<file path="src/rtl/memory_read.sv">
// ---------------------------------------------------------------------------
// memory_read
//
// Purpose:
//   Turns a linear read request of 1..4 bytes into one or two TLB reads.
//   If the request crosses a 16-byte line, it is split. The first part reads
//   from the requested address up to the end of the line. The second part
//   reads the remaining bytes from the start of the next line. The two parts
//   are then merged into one little-endian word aligned at bit 0.
//
// Ports:
//   clk, rst_n              clock; asynchronous active-low reset
//   i_rd_reset              flush; outstanding TLB work still completes
//   i_read_do               request, held high until done or fault
//   i_read_cpl/lock/rmw     request attributes, forwarded to the TLB port
//   i_read_address/length   byte address and byte count (1..4)
//   o_read_done             one-cycle pulse when read data is loaded
//   o_read_data             merged read data, bit-0 aligned
//   o_read_page/ac_fault    fault indications (live OR sticky)
//   o_tlbread_*             request to the TLB
//   i_tlbread_*             TLB completion, faults and data
// ---------------------------------------------------------------------------
module memory_read (
    input  logic        clk,
    input  logic        rst_n,
    input  logic        i_rd_reset,
    input  logic        i_read_do,
    input  logic [1:0]  i_read_cpl,
    input  logic [31:0] i_read_address,
    input  logic [2:0]  i_read_length,
    input  logic        i_read_lock,
    input  logic        i_read_rmw,
    output logic        o_read_done,
    output logic [31:0] o_read_data,
    output logic        o_read_page_fault,
    output logic        o_read_ac_fault,
    output logic        o_tlbread_do,
    input  logic        i_tlbread_done,
    input  logic        i_tlbread_page_fault,
    input  logic        i_tlbread_ac_fault,
    input  logic [31:0] i_tlbread_data,
    output logic [1:0]  o_tlbread_cpl,
    output logic [31:0] o_tlbread_address,
    output logic [2:0]  o_tlbread_length,
    output logic [2:0]  o_tlbread_length_full,
    output logic        o_tlbread_lock,
    output logic        o_tlbread_rmw
);

    typedef enum logic [1:0] {
        IDLE       = 2'd0,
        FIRST_WAIT = 2'd1,
        SECOND     = 2'd2
    } state_t;

    state_t      r_state;
    logic        r_reset_waiting;
    logic        r_page_flag;
    logic        r_ac_flag;
    logic [23:0] r_buffer;
    logic [2:0]  r_length_2;
    logic [31:0] r_address_2;
    logic [31:0] r_read_data;
    logic        r_read_done;
    logic        r_tlbread_do;

    logic [4:0]  w_left;
    logic [2:0]  w_length_1;
    logic [2:0]  w_length_2;
    logic [31:0] w_address_2;
    logic [23:0] w_first_bytes;
    logic [31:0] w_shifted;
    logic [31:0] w_merged;
    logic        w_tlb_fault;
    logic        w_any_fault;

    // The first part stops at the end of the 16-byte line.
    // If the line has fewer bytes left than requested, left is at most 3,
    // so it fits in the 3-bit length.
    assign w_left      = 5'd16 - {1'b0, i_read_address[3:0]};
    assign w_length_1  = ({2'b00, i_read_length} > w_left) ? w_left[2:0] : i_read_length;
    assign w_length_2  = i_read_length - w_length_1;
    assign w_address_2 = {i_read_address[31:4], 4'h0} + 32'd16;

    // Shifting the second-part data up by length_1 bytes moves TLB byte
    // (k - length_1) into byte lane k. The merge below relies on this.
    assign w_shifted   = i_tlbread_data << {w_length_1, 3'b000};

    always_comb begin
        w_first_bytes = '0;
        w_merged      = '0;
        for (int k = 0; k < 3; k++) begin
            if (3'(k) < w_length_1) begin
                w_first_bytes[k*8 +: 8] = i_tlbread_data[k*8 +: 8];
            end
        end
        for (int k = 0; k < 4; k++) begin
            if (3'(k) < i_read_length) begin
                if (3'(k) < w_length_1) begin
                    w_merged[k*8 +: 8] = (k < 3) ? r_buffer[(k % 3)*8 +: 8] : 8'h00;
                end else begin
                    w_merged[k*8 +: 8] = w_shifted[k*8 +: 8];
                end
            end
        end
    end

    assign w_tlb_fault       = i_tlbread_page_fault | i_tlbread_ac_fault;
    assign o_read_page_fault = i_tlbread_page_fault | r_page_flag;
    assign o_read_ac_fault   = i_tlbread_ac_fault | r_ac_flag;
    assign w_any_fault       = o_read_page_fault | o_read_ac_fault;

    assign o_tlbread_cpl         = i_read_cpl;
    assign o_tlbread_lock        = i_read_lock;
    assign o_tlbread_rmw         = i_read_rmw;
    assign o_tlbread_length_full = i_read_length;
    assign o_tlbread_address     = (r_state == SECOND) ? r_address_2 : i_read_address;
    assign o_tlbread_length      = (r_state == SECOND) ? r_length_2  : w_length_1;

    assign o_read_done  = r_read_done;
    assign o_read_data  = r_read_data;
    assign o_tlbread_do = r_tlbread_do;

    // Main sequencer.
    // A flush (reset_waiting) does not abandon the TLB handshake. It only
    // suppresses the read_done pulse and the read_data load when the
    // handshake finishes.
    always_ff @(posedge clk or negedge rst_n) begin
        if (!rst_n) begin
            r_state         <= IDLE;
            r_reset_waiting <= 1'b0;
            r_page_flag     <= 1'b0;
            r_ac_flag       <= 1'b0;
            r_buffer        <= '0;
            r_length_2      <= '0;
            r_address_2     <= '0;
            r_read_data     <= '0;
            r_read_done     <= 1'b0;
            r_tlbread_do    <= 1'b0;
        end else begin
            r_read_done <= 1'b0;

            if (r_state == IDLE) begin
                r_reset_waiting <= 1'b0;
            end else if (i_rd_reset) begin
                r_reset_waiting <= 1'b1;
            end

            if (i_rd_reset) begin
                r_page_flag <= 1'b0;
            end else if (i_tlbread_page_fault && !r_reset_waiting) begin
                r_page_flag <= 1'b1;
            end

            if (i_rd_reset) begin
                r_ac_flag <= 1'b0;
            end else if (i_tlbread_ac_fault && !r_reset_waiting) begin
                r_ac_flag <= 1'b1;
            end

            case (r_state)
                IDLE: begin
                    r_length_2  <= w_length_2;
                    r_address_2 <= w_address_2;
                    // A new request is not accepted in the cycle read_done pulses.
                    // This gives the requester a cycle to drop read_do.
                    if (i_read_do && !i_rd_reset && !w_any_fault && !r_read_done) begin
                        r_tlbread_do <= 1'b1;
                        r_state      <= FIRST_WAIT;
                    end
                end
                FIRST_WAIT: begin
                    if (w_tlb_fault) begin
                        r_tlbread_do <= 1'b0;
                        r_state      <= IDLE;
                    end else if (i_tlbread_done) begin
                        if (r_length_2 != 3'd0) begin
                            r_buffer <= w_first_bytes;
                            r_state  <= SECOND;
                        end else begin
                            if (!r_reset_waiting) begin
                                r_read_data <= i_tlbread_data;
                                r_read_done <= 1'b1;
                            end
                            r_tlbread_do <= 1'b0;
                            r_state      <= IDLE;
                        end
                    end
                end
                SECOND: begin
                    if (w_tlb_fault) begin
                        r_tlbread_do <= 1'b0;
                        r_state      <= IDLE;
                    end else if (i_tlbread_done) begin
                        if (!r_reset_waiting) begin
                            r_read_data <= w_merged;
                            r_read_done <= 1'b1;
                        end
                        r_tlbread_do <= 1'b0;
                        r_state      <= IDLE;
                    end
                end
                default: begin
                    r_tlbread_do <= 1'b0;
                    r_state      <= IDLE;
                end
            endcase
        end
    end

endmodule
</file>
<file path="config.mk">
export PLATFORM = sky130hd
export DESIGN_NAME = memory_read
export DESIGN_NICKNAME = d
export VERILOG_FILES = /design/src/rtl/memory_read.sv
export SDC_FILE = /design/constraint.sdc
export NUM_CORES = 1
export LEC_CHECK = 0
export ABC_AREA = 1
export BUFFER_PORTS_ARGS = -buffer_cell sky130_fd_sc_hd__buf_4
export CAP_MARGIN = 20
export CORE_MARGIN = 2
export CORE_UTILIZATION = 25
export CTS_CLUSTER_SIZE = 25
export DETAILED_ROUTE_END_ITERATION = 6
export SETUP_SLACK_MARGIN = 0.1
export SLEW_MARGIN = 20
export SYNTH_ARGS = -nofsm -noshare
export SYNTH_HDL_FRONTEND = slang
export SYNTH_SLANG_ARGS = --single-unit
</file>
<file path="constraint.sdc">
create_clock -name clk -period 3.2 [get_ports clk]
set_clock_uncertainty 0.2 [all_clocks]
set_input_delay 0.64 -clock clk [delete_from_list [all_inputs] [get_ports clk]]
set_output_delay 0.64 -clock clk [all_outputs]
set_load 0.02 [all_outputs]
</file>
# After elaboration in Yosys (flattened, before gate mapping)
# Index checks and enable logic that the tools add are counted.
# classes
addsub,3
mul,0
div_mod_pow,0
order_cmp,9
n_eq_ne,13
shift,1
mux,49
n_bitwise,5
n_reduce_logical,19
# op_table
op,count
32-bit two-way mux,8
8-bit two-way mux,11
32-bit case mux with 2 select lines,1
32-bit by 5-bit adder with 32-bit output (second input constant),1
32-bit by 6-bit << shifter with 32-bit output,1
1-bit two-way mux,18
2-bit inequality test (second input constant),7
1-bit by 3-bit < comparator with 1-bit output (first input constant),4
2-bit by 3-bit < comparator with 1-bit output (first input constant),4
2-bit two-way mux,6
3-bit inequality test (second input constant),3
4-bit AND reduction,2
8-bit AND reduction,1
2-bit nonzero test,4
3-bit two-way mux,2
2-bit case mux with 3 select lines,1
3-bit by 5-bit greater-than comparator with 1-bit output,1
1-bit logical AND,5
5-bit by 4-bit subtractor with 5-bit output (first input constant),1
1-bit logical NOT,4
1-bit OR,4
1-bit case mux with 3 select lines,1
3-bit AND reduction,1
3-bit nonzero test,1
7 further kinds,7
# word_totals
register_bits,98
latchBits,0
ramBits,0
rom_bits,0
inputBits,78
out_inout_bits,78
word_cells,109
memories,0

# Longest topological paths before layout
# Gate-level depths: netlist (run 1).
# logic_depth
ltp_word,10
depth_mapped,19
ltp_nobuf,18

# Least setup slack after synthesis (run 1)
# Ideal clock, no wire load.
# synth_timing
path_kind,input to output
from,input port i_read_address[1]
to,output port o_tlbread_length[0]
arrival_time_ns,2.527
required_time_ns,2.360
slack_ns,-0.167
stages,11
n_path_buf,1
path_cell_list,inv_1 ha_1 xor2_1 nor2_2 nand3_2 nand2_4 nand2_4 nand2_4 clkinv_2 buf_4 o21ai_0
# synth_via
elab_chain_len,4
# synth_lines
item,line,source
start: declaration,29,"input logic [31:0] i_read_address,"
5-bit by 4-bit subtractor with 5-bit output,80,"assign w_left = 5'd16 - {1'b0, i_read_address[3:0]};"
3-bit by 5-bit greater-than comparator with 1-bit output,81,"assign w_length_1 = ({2'b00, i_read_length} > w_left) ? w_left[2:0] : i_read_length;"
3-bit two-way mux,81,
3-bit two-way mux,118,assign o_tlbread_length = (r_state == SECOND) ? r_length_2 : w_length_1;
end: declaration,44,"output logic [2:0] o_tlbread_length,"
# No other way between the ends.

# Final worst setup path (run 1)
# layout_timing
from,input port i_read_address[0]
to,output port o_tlbread_length[0]
# layout_via
elab_chain_len,4
# layout_lines
item,line
5-bit by 4-bit subtractor with 5-bit output (*),80
3-bit by 5-bit greater-than comparator with 1-bit output,81
3-bit two-way mux (*),81
3-bit two-way mux (*),118
# Every way passes the cells marked *; elsewhere a longest branch is shown, timed or not.

==> results.toml, run 1 <==
[setup_path]
path_class = "input port to output port"
cp.required_ns = 2.36
crit_slowest_cell = "ha_4"
critPathCaptureType = "output port"
critPathLaunch = "i_read_address[0]"
r2r-start = "r_state[0]"
cp_max_fo = 5
critPathArrivalTime_ns = 2.14
critPathLaunchType = "input port"
crit_chain = "buf_6 -> inv_2 -> ha_4 -> xor2_4 -> nor2_4 -> nand3_2 -> nand2_4 -> nand3_4 -> nand2_4 -> clkinv_2 -> o21ai_2 -> buf_6"
cpPeakStageDelay_ns = 0.23

[yosys]
netlist_top_cells_area = "dfrtp_1, nand2_1, nand3_1, a21oi_1, o21ai_0"
synth_top_flop_cell = "dfrtp_1"
synth_area_sq_mm = 0.005926
yosysTopAreaCell = "dfrtp_1"
synth_top_area_frac = 0.3970
synth_edf_count = 0
synth_seq_cells = 94
syn_inst = 844
synth_warnings = 0
syn_area_per_cell_sq_um = 7.021
yosysMostFrequentCell = "nand2_1"
synthesis.nets = 930
async_flop_share = 1.000
yosysUniqueCellTypes = 39
synthTopCellsByCount = "nand2_1, dfrtp_1, nand3_1, a21oi_1, inv_1"
seq_area_frac_synth = 0.3970

[clock_network]
htreeDepth = 3
insertion_delay_ns = 0.35
clk_pin_slew_ns = 0.07
cts.sinks = 94
cts_inserted_buffers = 9
clock_path_buffers = 2
cts_root_buf = "clkbuf_16"
cts_hold_buf = 0
cts_tree = "done"

[cells_and_area]
drive_gt1_frac = 0.2429
final_cells = 1311
area_growth_pct = 32.66
antenna_cells = 0
fin_nets = 1073
fin_util = 0.3359

[power_and_ir_drop]
power.density_mw_per_mm2 = 817.8
p_leak_nw = 3.779
power_mw = 6.429
irDropWorstVdd_mv = 0.3926

[timing]
drv_slew = 0
whs_ns = 0.05526
rsz0062_at_grt = "false"
setup_ws_ns = 0.2172
fin_crit_sh = 0.9321
max_slew.worst_pin.slew_ns = 0.6355
slew_headroom = 0.5735
setup_viol = 0
fin_crit_ns = 2.983
max_freq_ghz = 0.3353
hold_viol = 0

[grt]
grt_max_degree = 49
overflow = 0
antenna_found_initial = 0
grt_pass1_wl_um = 29900
grt_use_total = 0.1521
grt_pass1_vias = 5753

[detailed_routing]
num_vias = 6025
wire_per_inst_um = 14.56
drc = 0
first_pass_iters = 5
wirelength_um = 19090
drt_iter0_drc = 344
vias_per_cell = 4.596
ant_nets = 0

[die]
fp-row-count = 56
dieArea_sq_mm = 0.02495
fp.dieW_um = 158.0
die_h_um = 158.0
fp.coreArea_sq_mm = 0.02340
start_util = 0.2532
io_pins = 156

[place]
gp_congestion = 0.8389
place_ws_ns = -0.01383
dp_hpwl_um = 14120
numPlacedInstances = 1291
port_buffers = 147

[status]
status = "finished clean"

[worst_hold_path]
min-delay-path-class = "input port to asynchronous set/reset pin"

[job]
maxCapViolations = 0
-- state kept, by name (all words and copies together) (netlist names) --
name and count:
r_length_2 3, r_reset_waiting 1, r_page_flag 1, r_address_2 28, o_read_data 32, r_buffer 24, o_tlbread_do 1, r_state 2
r_ac_flag 1, o_read_done 1
-- worst max-delay path: cells and delay by family --
family | cells | cell delay, ns
compound gates | 1 | 0.14
xor+xnor | 1 | 0.16
fa+ha+maj | 1 | 0.23
buf+inv | 4 | 0.40
simple gates | 5 | 0.56
-- cells by family (layout without fill, tap and decap cells) --
kind of cell,after synthesis,after routing,synth area share
adder cells (fa/ha/maj),8,8,0.01689
AND/OR/NAND/NOR,436,436,0.3269
AO/OA/AOI/OAI,167,167,0.1442
buffers and inverters,120,268,0.08699
flip-flops,94,94,0.3970
XOR/XNOR,19,19,0.02808
-- cells in the final DEF, fill, tap and decap left out, drive strengths merged --
master,count
o21ai,80
dfrtp,94
nor2,58
clkinv,3
nand2,264
nand4,3
nand3b,3
inv,76
clkinvlp,1
o21bai,1
nor4,3
a21oi,82
o22ai,1
nand3,92
buf,177
or2,5
xor2,18
or4,1
a31oi,3
clkbuf,10
ha,8
nor3,6
bufinv,1
xnor2,1
or3,1
-- path summary, 6_finish.rpt --
kind	end	slack [ns]	depth (start not counted)
worst max-delay path	o_tlbread_length[0]	0.22	12
worst min-delay path	r_address_2[23]	0.06	1
worst max register to register	o_read_data[17]	0.79	9
worst min register to register	r_address_2[5]	0.28	2
max in group asynchronous	o_read_data[17]	1.97	2
min in group clk	r_address_2[5]	0.28	2
-- stage by stage --
step / instance area, sq um / TNS, ns
final: 7861 / 0
after global routing: 7861 / 0
after CTS: 7799 / 0
after detailed placement: 7420 / -0.02271
after global placement: 7420 / 0
after floorplan: 5933 / 0
-- power breakdown --
group          switching, mW  total [mW]  internal (mW)
Combinational           1.99        3.19           1.20
Clock                  0.522        1.16          0.641
Sequential             0.299        2.08           1.78
-- per-layer routing --
metal / part of all wire / vias to the layer above / global-route usage
met5: 0 / - / 0
met4: 0.025 / 0 / 0.05320
met3: 0.056 / 38 / 0.03258
met2: 0.47 / 167 / 0.2466
met1: 0.45 / 2801 / 0.2005
li1: - / 3019 / -
-- area by class of cell --
class / count / area, sq um
fill: 2524 / 15540
multi-input combinational: 630 / 3161
sequential: 94 / 2352
timing repair buffer: 177 / 1353
tap: 319 / 399.1
inverter: 75 / 282.8
clock buffer: 10 / 239.0
clock inverter: 6 / 75.07
-- repair_timing --
action / CTS / global route
pin swaps: 4 / 10
resized for setup: 12 / 9
setup buffers: 1 / 3
endpoints found under the setup margin: 3 / 3
(Power assumes the default switching activity.)
==> run 2, diff against run 1 <==
--- a/config.mk
+++ b/config.mk
@@ -10,8 +10,8 @@
 export CAP_MARGIN = 20
 export CORE_MARGIN = 2
 export CORE_UTILIZATION = 25
-export CTS_CLUSTER_SIZE = 25
 export DETAILED_ROUTE_END_ITERATION = 6
+export GPL_TIMING_DRIVEN = 0
 export SETUP_SLACK_MARGIN = 0.1
 export SLEW_MARGIN = 20
 export SYNTH_ARGS = -nofsm -noshare
==> results.toml, run 2 (synthesis gave the netlist of run 1 again) <==
[timing]
setup_viol = 0
fin_crit_sh = 0.9459
hold_viol = 0
rsz0062_at_grt = "false"
slew_headroom = 0.3774
max_freq_ghz = 0.3304
drv_slew = 0
fin_crit_ns = 3.027
max_slew.worst_pin.slew_ns = 0.9338

[setup_path]
r2r_slack_ns = 0.38
critPathLaunchType = "input port"
r2r-start = "r_state[0]"
critPathArrivalTime_ns = 2.19
critPathCaptureType = "output port"
path_class = "input port to output port"
cp.required_ns = 2.36
critPathLaunch = "i_read_address[1]"
r2r_cells = 11
worstSetupEndpoint = "o_tlbread_length[0]"
cp_max_fo = 5
r2r-end = "o_read_data[18]"

[clock_network]
cts_hold_buf = 0
clk_pin_slew_ns = 0.07
cts_tree = "done"
cts_inserted_buffers = 9
cts.sinks = 94
clock_path_buffers = 2
cts_root_buf = "clkbuf_16"
htreeDepth = 3
insertion_delay_ns = 0.35

[cells_and_area]
fin_util = 0.3491
largest_reg_flops = 32
drive_gt1_frac = 0.2548
multi_input_area_sq_mm = 0.003232
area_growth_pct = 37.88
antenna_cells = 0
layout_commonest_cell = "nand2_1"
fill_cells = 2550
fin_nets = 1117
final_cell_mix = "nand2_1, buf_4, dfrtp_1"
seq_area_sq_mm = 0.002352

[die]
fp.coreArea_sq_mm = 0.02340
io_pins = 156
fp.dieW_um = 158.0
fp-row-count = 56
die_h_um = 158.0
start_util = 0.2532
dieArea_sq_mm = 0.02495

[grt]
overflow = 0
grt_use_total = 0.1737
grt_pass1_wl_um = 33620
grt_pass1_vias = 6184
antenna_found_initial = 0
grt_max_degree = 95

[place]
port_buffers = 151
dp_hpwl_um = 15430
gp_congestion = 0.9069

[power_and_ir_drop]
power.density_mw_per_mm2 = 802.0
power_mw = 6.552
irDropWorstVdd_mv = 0.3685
p_leak_nw = 3.917

[status]
status = "finished clean"

[detailed_routing]
num_vias = 6341
first_pass_iters = 5
vias_per_cell = 4.680
wire_per_inst_um = 15.73
drc = 0
ant_nets = 0
drt_iter0_drc = 445
wirelength_um = 21320

[job]
maxCapViolations = 0

[worst_hold_path]
min-delay-path-class = "input port to asynchronous set/reset pin"
[run 2: worst min-delay path by stage]
stage | cells past startpoint | slack (ns) | from | end
2_1_floorplan | 0 | 0.14 | rst_n | o_read_data[0]
3_3_place_gp | 2 | 0.26 | r_address_2[5] | r_address_2[5]
3_5_place_dp | 2 | 0.26 | r_address_2[5] | r_address_2[5]
4_1_cts | 1 | 0.23 | rst_n | r_address_2[22]
5_1_grt | 1 | 0.25 | rst_n | r_address_2[23]
6_report | 1 | 0.14 | rst_n | r_address_2[23]
[run 2: power by group]
| part | switching (mW) | total (mW) | leakage, nW | internal [mW] |
|---|---|---|---|---|
| combinational | 2.15 | 3.41 | 2.65 | 1.26 |
| sequential | 0.286 | 2.07 | 1.12 | 1.78 |
| clock | 0.504 | 1.08 | 0.139 | 0.574 |
| total | 2.94 | 6.55 | 3.92 | 3.61 |
[run 2: area by class of cell]
cell class / count / share of cell area
well taps: 319 / 0.04885
flip-flops and latches: 94 / 0.2879
clock inverters: 4 / 0.003675
clock buffers: 12 / 0.03139
multi-input cells: 630 / 0.3956
inverters: 75 / 0.03629
repair buffers: 178 / 0.1665
plain buffers: 43 / 0.02986
[run 2: per-layer routing]
layer,vias up,GRT usage,wire length [um]
met3,32,0.02847,1366
li1,3105,-,-
met5,-,0,0
met4,0,0.05405,412
met1,2997,0.2349,9535
met2,207,0.2839,10000
[run 2: worst max-delay path, cell delays in order]
cell and delay (ns):
buf_4 0.12, inv_4 0.06, ha_4 0.21, buf_4 0.15, o21ai_2 0.14, nand3_2 0.11, nand2_4 0.16, nand3_4 0.10
nand2_4 0.11, clkinv_4 0.08, o21ai_4 0.15, buf_6 0.15
[run 2: metrics by stage]
stage	instances	setup WS (ns)	instance area (sq um)	hold slack (ns)	setup TNS, ns
4_1_cts	1353	0.05584	8097	0.2296	0
5_1_grt	1355	0.1017	8170	0.2537	0
2_1_floorplan	844	0.09254	5933	0.1444	0
6_report	1355	0.1730	8170	0.1445	0
3_3_place_gp	1314	-0.5357	7466	0.2551	-4.145
3_5_place_dp	1314	-0.5529	7470	0.2606	-5.032
[run 2: what timing repair did]
item	in CTS	in global routing
gates resized for setup	40	23
pin swaps	13	16
endpoints found under the setup margin	35	44
setup buffers	23	4
